`config.mk`:
```
export PLATFORM = sky130hd
export DESIGN_NAME = axi_reg_slice
export DESIGN_NICKNAME = d
export VERILOG_FILES = /design/src/rtl/axi_slice_pkg.sv /design/src/rtl/axi_slice_chan.sv /design/src/rtl/axi_reg_slice.sv
export SDC_FILE = /design/constraint.sdc
export NUM_CORES = 1
export LEC_CHECK = 0
export CAP_MARGIN = 10
export CORE_UTILIZATION = 45
export DETAILED_ROUTE_END_ITERATION = 7
export HOLD_SLACK_MARGIN = 0.12
export PLACE_DENSITY = 0.8
export SYNTH_ARGS = -nofsm -noshare
export SYNTH_HDL_FRONTEND = slang
export SYNTH_SLANG_ARGS = --single-unit
export TNS_END_PERCENT = 50
```
`constraint.sdc`:
```
create_clock -name aclk -period 1.4 [get_ports aclk]
set_input_delay 0.28 -clock aclk [delete_from_list [all_inputs] [get_ports aclk]]
set_output_delay 0.28 -clock aclk [all_outputs]
set_load 0.02 [all_outputs]
```
`src/rtl/axi_slice_pkg.sv`:
```
// Shared types and constants for the AXI4 register slice.
package axi_slice_pkg;

  typedef enum logic [1:0] {
    SLICE_BYPASS,
    SLICE_FWD,
    SLICE_HALF,
    SLICE_FULL
  } slice_mode_e;

  localparam int unsigned AXI_LEN_W  = 8;
  localparam int unsigned AXI_RESP_W = 2;

endpackage

```
`src/rtl/axi_slice_chan.sv`:
```
// One generic valid/ready channel stage: bypass, forward register, half-rate register or
// two-entry skid buffer, selected by MODE.
module axi_slice_chan
  import axi_slice_pkg::*;
#(
  parameter int unsigned WIDTH = 8,
  parameter slice_mode_e MODE  = SLICE_FULL
) (
  input  logic             clk_i,
  input  logic             rst_ni,
  input  logic             in_valid_i,
  output logic             in_ready_o,
  input  logic [WIDTH-1:0] in_data_i,
  output logic             out_valid_o,
  input  logic             out_ready_i,
  output logic [WIDTH-1:0] out_data_o
);

  typedef enum logic [1:0] {StEmpty, StOne, StTwo} state_e;

  state_e           state_q, state_d;
  logic [WIDTH-1:0] head_q, head_d;
  logic [WIDTH-1:0] skid_q, skid_d;
  logic             reg_ready, reg_valid, push, pop;

  localparam logic IsBypass = (MODE == SLICE_BYPASS);

  always_comb begin
    reg_valid = (state_q != StEmpty);
    unique case (MODE)
      SLICE_FWD:  reg_ready = (state_q == StEmpty) || out_ready_i;
      SLICE_HALF: reg_ready = (state_q == StEmpty);
      default:    reg_ready = (state_q != StTwo);
    endcase
    // Bypass keeps the storage idle so it folds away.
    push = !IsBypass && in_valid_i && reg_ready;
    pop  = !IsBypass && reg_valid && out_ready_i;
  end

  // head_q always holds the oldest entry; skid_q only fills in the two-entry state.
  always_comb begin
    state_d = state_q;
    head_d  = head_q;
    skid_d  = skid_q;
    unique case (state_q)
      StEmpty: begin
        if (push) begin
          head_d  = in_data_i;
          state_d = StOne;
        end
      end
      StOne: begin
        if (push && pop) begin
          head_d = in_data_i;
        end else if (push) begin
          skid_d  = in_data_i;
          state_d = StTwo;
        end else if (pop) begin
          state_d = StEmpty;
        end
      end
      StTwo: begin
        if (pop) begin
          head_d  = skid_q;
          state_d = StOne;
        end
      end
      default: state_d = StEmpty;
    endcase
  end

  always_ff @(posedge clk_i or negedge rst_ni) begin
    if (!rst_ni) begin
      state_q <= StEmpty;
      head_q  <= '0;
      skid_q  <= '0;
    end else begin
      state_q <= state_d;
      head_q  <= head_d;
      skid_q  <= skid_d;
    end
  end

  always_comb begin
    if (IsBypass) begin
      in_ready_o  = out_ready_i;
      out_valid_o = in_valid_i;
      out_data_o  = in_data_i;
    end else begin
      in_ready_o  = reg_ready;
      out_valid_o = reg_valid;
      out_data_o  = head_q;
    end
  end

endmodule

```
`src/rtl/axi_reg_slice.sv`:
```
// AXI4 register slice: five independent channel stages between the master-facing s_axi
// port and the slave-facing m_axi port. Packing and instantiation only.
module axi_reg_slice
  import axi_slice_pkg::*;
#(
  parameter int unsigned ADDR_WIDTH = 10,
  parameter int unsigned DATA_WIDTH = 32,
  parameter int unsigned USER_WIDTH = 1,
  parameter slice_mode_e AW_MODE    = SLICE_FULL,
  parameter slice_mode_e W_MODE     = SLICE_FULL,
  parameter slice_mode_e B_MODE     = SLICE_FWD,
  parameter slice_mode_e AR_MODE    = SLICE_FULL,
  parameter slice_mode_e R_MODE     = SLICE_FULL
) (
  input  logic                    aclk,
  input  logic                    aresetn,
  // master-facing
  input  logic [ADDR_WIDTH-1:0]   s_axi_awaddr,
  input  logic [AXI_LEN_W-1:0]    s_axi_awlen,
  input  logic                    s_axi_awvalid,
  output logic                    s_axi_awready,
  input  logic [DATA_WIDTH-1:0]   s_axi_wdata,
  input  logic [DATA_WIDTH/8-1:0] s_axi_wstrb,
  input  logic                    s_axi_wlast,
  input  logic [USER_WIDTH-1:0]   s_axi_wuser,
  input  logic                    s_axi_wvalid,
  output logic                    s_axi_wready,
  output logic [AXI_RESP_W-1:0]   s_axi_bresp,
  output logic [USER_WIDTH-1:0]   s_axi_buser,
  output logic                    s_axi_bvalid,
  input  logic                    s_axi_bready,
  input  logic [ADDR_WIDTH-1:0]   s_axi_araddr,
  input  logic [AXI_LEN_W-1:0]    s_axi_arlen,
  input  logic                    s_axi_arvalid,
  output logic                    s_axi_arready,
  output logic [DATA_WIDTH-1:0]   s_axi_rdata,
  output logic                    s_axi_rlast,
  output logic [USER_WIDTH-1:0]   s_axi_ruser,
  output logic [AXI_RESP_W-1:0]   s_axi_rresp,
  output logic                    s_axi_rvalid,
  input  logic                    s_axi_rready,
  // slave-facing
  output logic [ADDR_WIDTH-1:0]   m_axi_awaddr,
  output logic [AXI_LEN_W-1:0]    m_axi_awlen,
  output logic                    m_axi_awvalid,
  input  logic                    m_axi_awready,
  output logic [DATA_WIDTH-1:0]   m_axi_wdata,
  output logic [DATA_WIDTH/8-1:0] m_axi_wstrb,
  output logic                    m_axi_wlast,
  output logic [USER_WIDTH-1:0]   m_axi_wuser,
  output logic                    m_axi_wvalid,
  input  logic                    m_axi_wready,
  input  logic [AXI_RESP_W-1:0]   m_axi_bresp,
  input  logic [USER_WIDTH-1:0]   m_axi_buser,
  input  logic                    m_axi_bvalid,
  output logic                    m_axi_bready,
  output logic [ADDR_WIDTH-1:0]   m_axi_araddr,
  output logic [AXI_LEN_W-1:0]    m_axi_arlen,
  output logic                    m_axi_arvalid,
  input  logic                    m_axi_arready,
  input  logic [DATA_WIDTH-1:0]   m_axi_rdata,
  input  logic                    m_axi_rlast,
  input  logic [USER_WIDTH-1:0]   m_axi_ruser,
  input  logic [AXI_RESP_W-1:0]   m_axi_rresp,
  input  logic                    m_axi_rvalid,
  output logic                    m_axi_rready
);

  localparam int unsigned AwW = ADDR_WIDTH + AXI_LEN_W;
  localparam int unsigned WW  = DATA_WIDTH * 9 / 8 + 1 + USER_WIDTH;
  localparam int unsigned BW  = AXI_RESP_W + USER_WIDTH;
  localparam int unsigned RW  = DATA_WIDTH + 1 + USER_WIDTH + AXI_RESP_W;

  logic [AwW-1:0] aw_in, aw_out, ar_in, ar_out;
  logic [WW-1:0]  w_in, w_out;
  logic [BW-1:0]  b_in, b_out;
  logic [RW-1:0]  r_in, r_out;

  assign aw_in = {s_axi_awaddr, s_axi_awlen};
  assign {m_axi_awaddr, m_axi_awlen} = aw_out;
  assign w_in = {s_axi_wdata, s_axi_wstrb, s_axi_wlast, s_axi_wuser};
  assign {m_axi_wdata, m_axi_wstrb, m_axi_wlast, m_axi_wuser} = w_out;
  assign b_in = {m_axi_bresp, m_axi_buser};
  assign {s_axi_bresp, s_axi_buser} = b_out;
  assign ar_in = {s_axi_araddr, s_axi_arlen};
  assign {m_axi_araddr, m_axi_arlen} = ar_out;
  assign r_in = {m_axi_rdata, m_axi_rlast, m_axi_ruser, m_axi_rresp};
  assign {s_axi_rdata, s_axi_rlast, s_axi_ruser, s_axi_rresp} = r_out;

  axi_slice_chan #(.WIDTH(AwW), .MODE(AW_MODE)) u_aw (
    .clk_i      (aclk),
    .rst_ni     (aresetn),
    .in_valid_i (s_axi_awvalid),
    .in_ready_o (s_axi_awready),
    .in_data_i  (aw_in),
    .out_valid_o(m_axi_awvalid),
    .out_ready_i(m_axi_awready),
    .out_data_o (aw_out)
  );

  axi_slice_chan #(.WIDTH(WW), .MODE(W_MODE)) u_w (
    .clk_i      (aclk),
    .rst_ni     (aresetn),
    .in_valid_i (s_axi_wvalid),
    .in_ready_o (s_axi_wready),
    .in_data_i  (w_in),
    .out_valid_o(m_axi_wvalid),
    .out_ready_i(m_axi_wready),
    .out_data_o (w_out)
  );

  axi_slice_chan #(.WIDTH(BW), .MODE(B_MODE)) u_b (
    .clk_i      (aclk),
    .rst_ni     (aresetn),
    .in_valid_i (m_axi_bvalid),
    .in_ready_o (m_axi_bready),
    .in_data_i  (b_in),
    .out_valid_o(s_axi_bvalid),
    .out_ready_i(s_axi_bready),
    .out_data_o (b_out)
  );

  axi_slice_chan #(.WIDTH(AwW), .MODE(AR_MODE)) u_ar (
    .clk_i      (aclk),
    .rst_ni     (aresetn),
    .in_valid_i (s_axi_arvalid),
    .in_ready_o (s_axi_arready),
    .in_data_i  (ar_in),
    .out_valid_o(m_axi_arvalid),
    .out_ready_i(m_axi_arready),
    .out_data_o (ar_out)
  );

  axi_slice_chan #(.WIDTH(RW), .MODE(R_MODE)) u_r (
    .clk_i      (aclk),
    .rst_ni     (aresetn),
    .in_valid_i (m_axi_rvalid),
    .in_ready_o (m_axi_rready),
    .in_data_i  (r_in),
    .out_valid_o(s_axi_rvalid),
    .out_ready_i(s_axi_rready),
    .out_data_o (r_out)
  );

endmodule

```
==> results.json, run 1 <==
{
  "yosysWarnings": 0,
  "whs_ns": 0.2577,
  "wl_per_cell_um": 19.29,
  "yosys-top-cells-area": "dfrtp_1 59%, mux2_2 12%, nand2_1 5.7%",
  "cp-start-kind": "flop",
  "final.setup.tns_ns": -31.30,
  "fp-row-count": 54,
  "hp-class": "input port to async pin",
  "cts_buffer_depth": 3,
  "setup_ws_ns": -0.2524,
  "max-vdd-ir-drop_mv": 1.102,
  "io-pin-count": 248,
  "timing_worst_slew_pin_value_ns": 0.4323,
  "synth_cell_types": 38,
  "core_area_um2": 21760,
  "maxCapViolCount": 0,
  "crit_path_end": "u_r.out_data_o[35]$_DFFE_PN0P_",
  "first_iter_violations": 340,
  "fin_worst_skew_ns": 0.01164,
  "r2r_slack_ns": -0.25,
  "route.detailed.drc": 0,
  "globalplace.congestion": 0.7736,
  "htree_levels": 1,
  "path_max_fanout": 7,
  "grt_antenna_before_repair": 0,
  "status": "complete, but fails checks",
  "grt_pass1_vias": 8046,
  "synth-edff-count": 0,
  "async_flop_share_pct": 100.0,
  "synth_area_um2": 9960,
  "grt_usage_pct": 23.88,
  "dp_hpwl_mm": 16.40,
  "vias": 8043,
  "slew_headroom_pct": 71.18,
  "die_h_um": 150.8,
  "r2r_start": "u_r.state_q[0]$_DFFE_PN0P_",
  "min_period_ns": 1.652,
  "cts_root_buffer": "clkbuf_16",
  "syn_inst": 872,
  "cts-buffers-inserted": 25,
  "grt_overflow": 0,
  "final_cells": 1485,
  "wirelength_mm": 28.64,
  "port_buffers": 247,
  "fmax_mhz": 605.2,
  "post-route-period-util_pct": 118.0,
  "setup_viol": 216,
  "start_util_pct": 45.78,
  "synth_most_common_cell": "dfrtp_1",
  "rr_endpoint": "u_r.out_data_o[35]$_DFFE_PN0P_",
  "critPathRequiredTime_ns": 1.80,
  "r2r_cells": 8,
  "cts_tree": "yes",
  "rsz0062_at_grt": "yes",
  "die_x_um": 150.8,
  "area_delta_synth_final_pct": 48.37,
  "report.final.slew_viol_count": 0,
  "die_area_um2": 22730,
  "synth-seq-area-share_pct": 59.30,
  "synth_seq_cells": 236,
  "cts_sinks": 236,
  "leakagePower_nw": 6.420,
  "violations": "setup timing",
  "grt_pass1_wl_mm": 42.80,
  "power_w": 0.02667,
  "drive_above_1_share_pct": 37.51,
  "clk_latency_ns": 0.52,
  "synthFlopType": "dfrtp_1",
  "p_per_area_nw_per_um2": 1805,
  "clkSlewWorstSetupHoldPaths_ns": 0.07,
  "drt_pass1_iterations": 4,
  "worst-setup-path-type": "flop to flop",
  "postPlaceCellArea_um2": 13180,
  "fillCellCount": 1507,
  "crit_path_end_kind": "flop",
  "synth_top_area_cell": "dfrtp_1",
  "synth_top_area_share_pct": 59.30,
  "crit_arrival_ns": 2.05,
  "nets": 1311,
  "synth_nets": 997,
  "routed_via_density": 5.416,
  "crit_start": "u_r.state_q[0]$_DFFE_PN0P_",
  "hold_viol_final": 0,
  "dp.cells": 1396,
  "avgSynthCellArea_um2": 11.42,
  "ant_nets": 0,
  "grt_max_degree": 44,
  "antenna_cells": 0,
  "fin_area_um2": 14780,
  "synth_common_cells": "236 x dfrtp_1, 150 x nand2_1, 113 x nor2_1, 109 x mux2_2, 74 x a31oi_1"
}
-- power by group --
part | switching (W) | total (W) | internal, W
clock | 0.00280 | 0.00672 | 0.00393
combinational | 0.00446 | 0.00915 | 0.00469
sequential | 0.00155 | 0.0108 | 0.00925
total | 0.00881 | 0.0267 | 0.0179
-- timing repair --
action / 4_1_cts / 5_1_grt
hold buffers: 1 / 0
hold endpoints to repair: 236 / 0
setup buffers: 25 / 9
pin swaps: 11 / 6
gates cloned: 13 / 4
endpoints found under the setup margin: 315 / 252
gates resized for setup: 611 / 100
-- cell families after synthesis --
logic type	after synthesis	share of synthesized area (%)
AND/OR/NAND/NOR	289	11.82
flip-flops	236	59.30
multiplexers	154	17.12
AO/OA/AOI/OAI	130	8.128
buffers and inverters	62	3.543
XOR/XNOR	1	0.08796
-- how the worst min path moves through the flow --
stage,from,end,cells after the start
after global placement,aresetn,u_aw.out_data_o[9]$_DFFE_PN0P_,1
final,aresetn,u_ar.out_data_o[1]$_DFFE_PN0P_,2
after global routing,aresetn,u_ar.out_data_o[1]$_DFFE_PN0P_,2
after CTS,aresetn,u_r.skid_q[18]$_DFFE_PN0P_,2
after floorplan,aresetn,u_ar.out_data_o[0]$_DFFE_PN0P_,0
after detailed placement,aresetn,u_aw.out_data_o[14]$_DFFE_PN0P_,1
-- critical path, stage by stage, from the launching register on --
cell and delay [ns]:
dfrtp_2 0.45, buf_6 0.13, buf_6 0.10, nor2b_4 0.12, o21ai_4 0.16, buf_12 0.17, buf_8 0.12, clkbuf_16 0.16
a31oi_1 0.09
-- metrics by stage --
stage / setup WS (ns) / util [%]
finish: -0.2524 / 67.92
global route: -0.2876 / 67.92
CTS: -0.2472 / 65.87
detailed placement: -0.4176 / 60.58
global placement: -0.3685 / 60.58
floorplan: -0.06216 / -
-- metal layers --
metal  wire (um)  vias up  GRT usage (%)  part of all wire (%)
li1            -     3627              -                     -
met1       11820     4093          30.23                    41
met2       14220      264          40.48                    50
met3        1864       59          5.271                   6.5
met4         737        0          7.850                   2.6
met5           0        -              0                     0
-- layout by cell type, fill, tap and decap left out, types with 38 or more instances in the layout --
cell	synthesis	routed
a31oi_1	74	58
buf_6	4	38
a21oi_1	43	42
buf_2	23	103
buf_4	12	41
nand2_1	150	149
dfrtp_1	236	233
mux2_4	5	85
clkdlybuf4s50_1	0	123
nor2_1	113	88
-- flip-flops by register name (all words and copies together) (netlist names), 3 cells and up --
signal	count
u_b.skid_q	3
u_w.out_data_o	38
u_w.skid_q	38
u_r.skid_q	36
u_r.out_data_o	36
u_b.out_data_o	3
u_aw.skid_q	18
u_aw.out_data_o	18
u_ar.out_data_o	18
u_ar.skid_q	18
-- final cells by class --
| class | count | area, um2 | share of cell area [%] |
|---|---|---|---|
| clock buffer | 32 | 701.9 | 4.750 |
| sequential | 236 | 5909 | 39.99 |
| inverter | 7 | 26.28 | 0.1778 |
| tap | 280 | 350.3 | 2.371 |
| timing repair buffer | 342 | 3248 | 21.98 |
| clock inverter | 14 | 132.6 | 0.8975 |
| multi-input combinational | 574 | 4408 | 29.83 |
No activity file was read; power rests on OpenSTA's default activity.
==> run 2: changes to the inputs <==
--- a/config.mk
+++ b/config.mk
@@ -6,10 +6,12 @@
 export NUM_CORES = 1
 export LEC_CHECK = 0
 export CAP_MARGIN = 10
-export CORE_UTILIZATION = 45
+export CELL_PAD_IN_SITES_DETAIL_PLACEMENT = 2
+export CELL_PAD_IN_SITES_GLOBAL_PLACEMENT = 2
+export CORE_UTILIZATION = 28
 export DETAILED_ROUTE_END_ITERATION = 7
 export HOLD_SLACK_MARGIN = 0.12
-export PLACE_DENSITY = 0.8
+export PLACE_DENSITY = 0.78
 export SYNTH_ARGS = -nofsm -noshare
 export SYNTH_HDL_FRONTEND = slang
 export SYNTH_SLANG_ARGS = --single-unit
==> run 2 against run 1 <==
  * The run still ends with setup timing left
  * Clock power is 8.5% higher
  * Power is 17% higher
  * Combinational power is 37% higher
  * Global-route usage is 3.1 points lower
  * Critical endpoint is now u_w.out_data_o[25]$_DFFE_PN0P_
  * Sequential cell count stayed put
  * Largest cell class unchanged
  * Cell area is 16% higher
  * Core utilization is 19 points lower
==> results.json, run 2 (synthesized netlist as in run 1, its figures left out) <==
{
  "status": "complete, but fails checks",
  "violations": "setup timing",
  "drive_above_1_share_pct": 47.40,
  "clkSlewWorstSetupHoldPaths_ns": 0.06,
  "wl_per_cell_um": 26.39,
  "globalplace.congestion": 0.7654,
  "dp_hpwl_mm": 21.48,
  "wirelength_mm": 45.68,
  "nets": 1377,
  "slew_headroom_pct": 67.48,
  "setup_viol": 253,
  "hold_viol_final": 0,
  "hp-class": "input port to async pin",
  "cts-buffers-inserted": 28,
  "port_buffers": 247,
  "crit_path_end_kind": "flop",
  "p_per_area_nw_per_um2": 1815,
  "io-pin-count": 248,
  "core_area_um2": 34800,
  "cts_root_buffer": "clkbuf_16",
  "cp-start-kind": "flop",
  "grt.met2_usage_pct": 37.57,
  "grt_pass1_wl_mm": 58.38,
  "htree_levels": 1,
  "first_iter_violations": 399,
  "fin_worst_skew_ns": 0.01506,
  "min_period_ns": 1.827,
  "leakagePower_nw": 7.241,
  "slowest_delay_ns": 0.43,
  "crit_arrival_ns": 2.26,
  "route.detailed.drc": 0,
  "layout_common_cells": "228 x dfrtp_1, 149 x nand2_1, 123 x clkdlybuf4s50_1",
  "post-route-period-util_pct": 130.5,
  "ant_nets": 0,
  "mostFrequentLayoutCell": "dfrtp_1",
  "cpMostUsedCell": "buf_6",
  "timing_worst_slew_pin_value_ns": 0.4877,
  "final.setup.tns_ns": -54.70,
  "area_delta_synth_final_pct": 72.46,
  "fillCellCount": 3280,
  "grt_overflow": 0,
  "cts_tree": "yes",
  "setup_ws_ns": -0.4267,
  "vias": 8587,
  "fmax_mhz": 547.5,
  "worst-setup-path-type": "flop to flop",
  "grt.busiest_layer": "met2",
  "regArea_um2": 5916,
  "multiInputGateArea_um2": 5116,
  "fp-row-count": 68,
  "fin_util_pct": 49.36,
  "grt_pass1_vias": 9611,
  "report.final.slew_viol_count": 0,
  "routed_via_density": 4.961,
  "grt_max_degree": 77,
  "grt_antenna_before_repair": 8,
  "cp_slowest_cell": "dfrtp_1",
  "die_x_um": 190.6,
  "maxCapViolCount": 0,
  "use_met1_pct": 23.88,
  "drt_pass1_iterations": 4,
  "grt_usage_pct": 20.77,
  "start_util_pct": 28.62,
  "clk_latency_ns": 0.55,
  "path_max_fanout": 7,
  "path_cells": "buf_6, buf_6, nand3b_1, o21ai_4, buf_6, buf_12, buf_12, nor2_4, a31oi_1",
  "max-vdd-ir-drop_mv": 1.015,
  "use_met3_pct": 5.337,
  "cts_buffer_depth": 3,
  "die_h_um": 190.6,
  "critPathRequiredTime_ns": 1.83,
  "rsz0062_at_grt": "yes",
  "cts_sinks": 236,
  "die_area_um2": 36330
}
## run 2: changes by cell type in the layout (fill, tap and decap cells not counted), sizes merged, moves of 4 or more
cell    before  now
buf        215  269
clkbuf      35   56
clkinv       8    4
diode        0    6
## run 2: layout make-up
class | instances | share of cell area (%)
Clock inverter | 4 | 0.1384
Inverter | 7 | 0.1530
Clock buffer | 44 | 5.077
Antenna cell | 6 | 0.08741
Sequential cell | 236 | 34.44
Timing Repair Buffer | 405 | 27.00
Tap cell | 455 | 3.314
Multi-Input combinational cell | 574 | 29.79
## run 2: worst max-delay path, delay by kind of cell (launching register included)
family          cells  cell delay (ns)
simple gates        2             0.26
compound gates      2             0.34
flops               1             0.43
buf+inv             5             0.69
## run 2: report_power, final
part,internal [W],switching [W]
combinational,0.00673,0.00579
sequential,0.00927,0.00210
clock,0.00423,0.00306
total,0.0202,0.0110
## run 2: final timing paths
check | slack, ns | startpoint | cells past startpoint | endpoint
worst max register to register | -0.43 | u_w.state_q[0]$_DFFE_PN0P_ | 9 | u_w.out_data_o[25]$_DFFE_PN0P_
max in group asynchronous | 0.51 | aresetn | 3 | u_r.out_data_o[4]$_DFFE_PN0P_
worst max-delay path | -0.43 | u_w.state_q[0]$_DFFE_PN0P_ | 9 | u_w.out_data_o[25]$_DFFE_PN0P_
min in group aclk | 0.34 | s_axi_wlast | 3 | u_w.out_data_o[1]$_DFFE_PN0P_
worst min-delay path | 0.18 | aresetn | 2 | u_w.out_data_o[18]$_DFFE_PN0P_
worst min register to register | 0.38 | u_b.skid_q[1]$_DFFE_PN0P_ | 0 | u_b.skid_q[1]$_DFFE_PN0P_
## run 2: metal layers
metal | wire length, um | up-vias
li1 | - | 3774
met1 | 16830 | 4446
met2 | 24510 | 267
met3 | 2843 | 96
met4 | 1466 | 4
met5 | 21 | -
## run 2: stage by stage
| step | total power, W | hold slack (ns) | setup WS (ns) | cell area (um2) | cells |
|---|---|---|---|---|---|
| floorplan | 0.01516 | -0.01559 | -0.06216 | 10110 | 872 |
| global placement | 0.01897 | 0.1250 | -0.5134 | 13460 | 1574 |
| detailed placement | 0.01948 | 0.1254 | -0.6112 | 13460 | 1574 |
| CTS | 0.02826 | 0.1373 | -0.3102 | 15480 | 1697 |
| global route | 0.03246 | 0.1614 | -0.4685 | 17170 | 1728 |
| finish | 0.03118 | 0.1772 | -0.4267 | 17180 | 1731 |
## run 2: timing repair
| action | CTS | global route |
|---|---|---|
| hold endpoints to repair | 236 | 0 |
| pin swaps | 10 | 14 |
| resized for setup | 733 | 308 |
| gates cloned | 22 | 15 |
| endpoints found under the setup margin | 348 | 313 |
| buffers inserted | 55 | 22 |
| hold buffers | 1 | 0 |
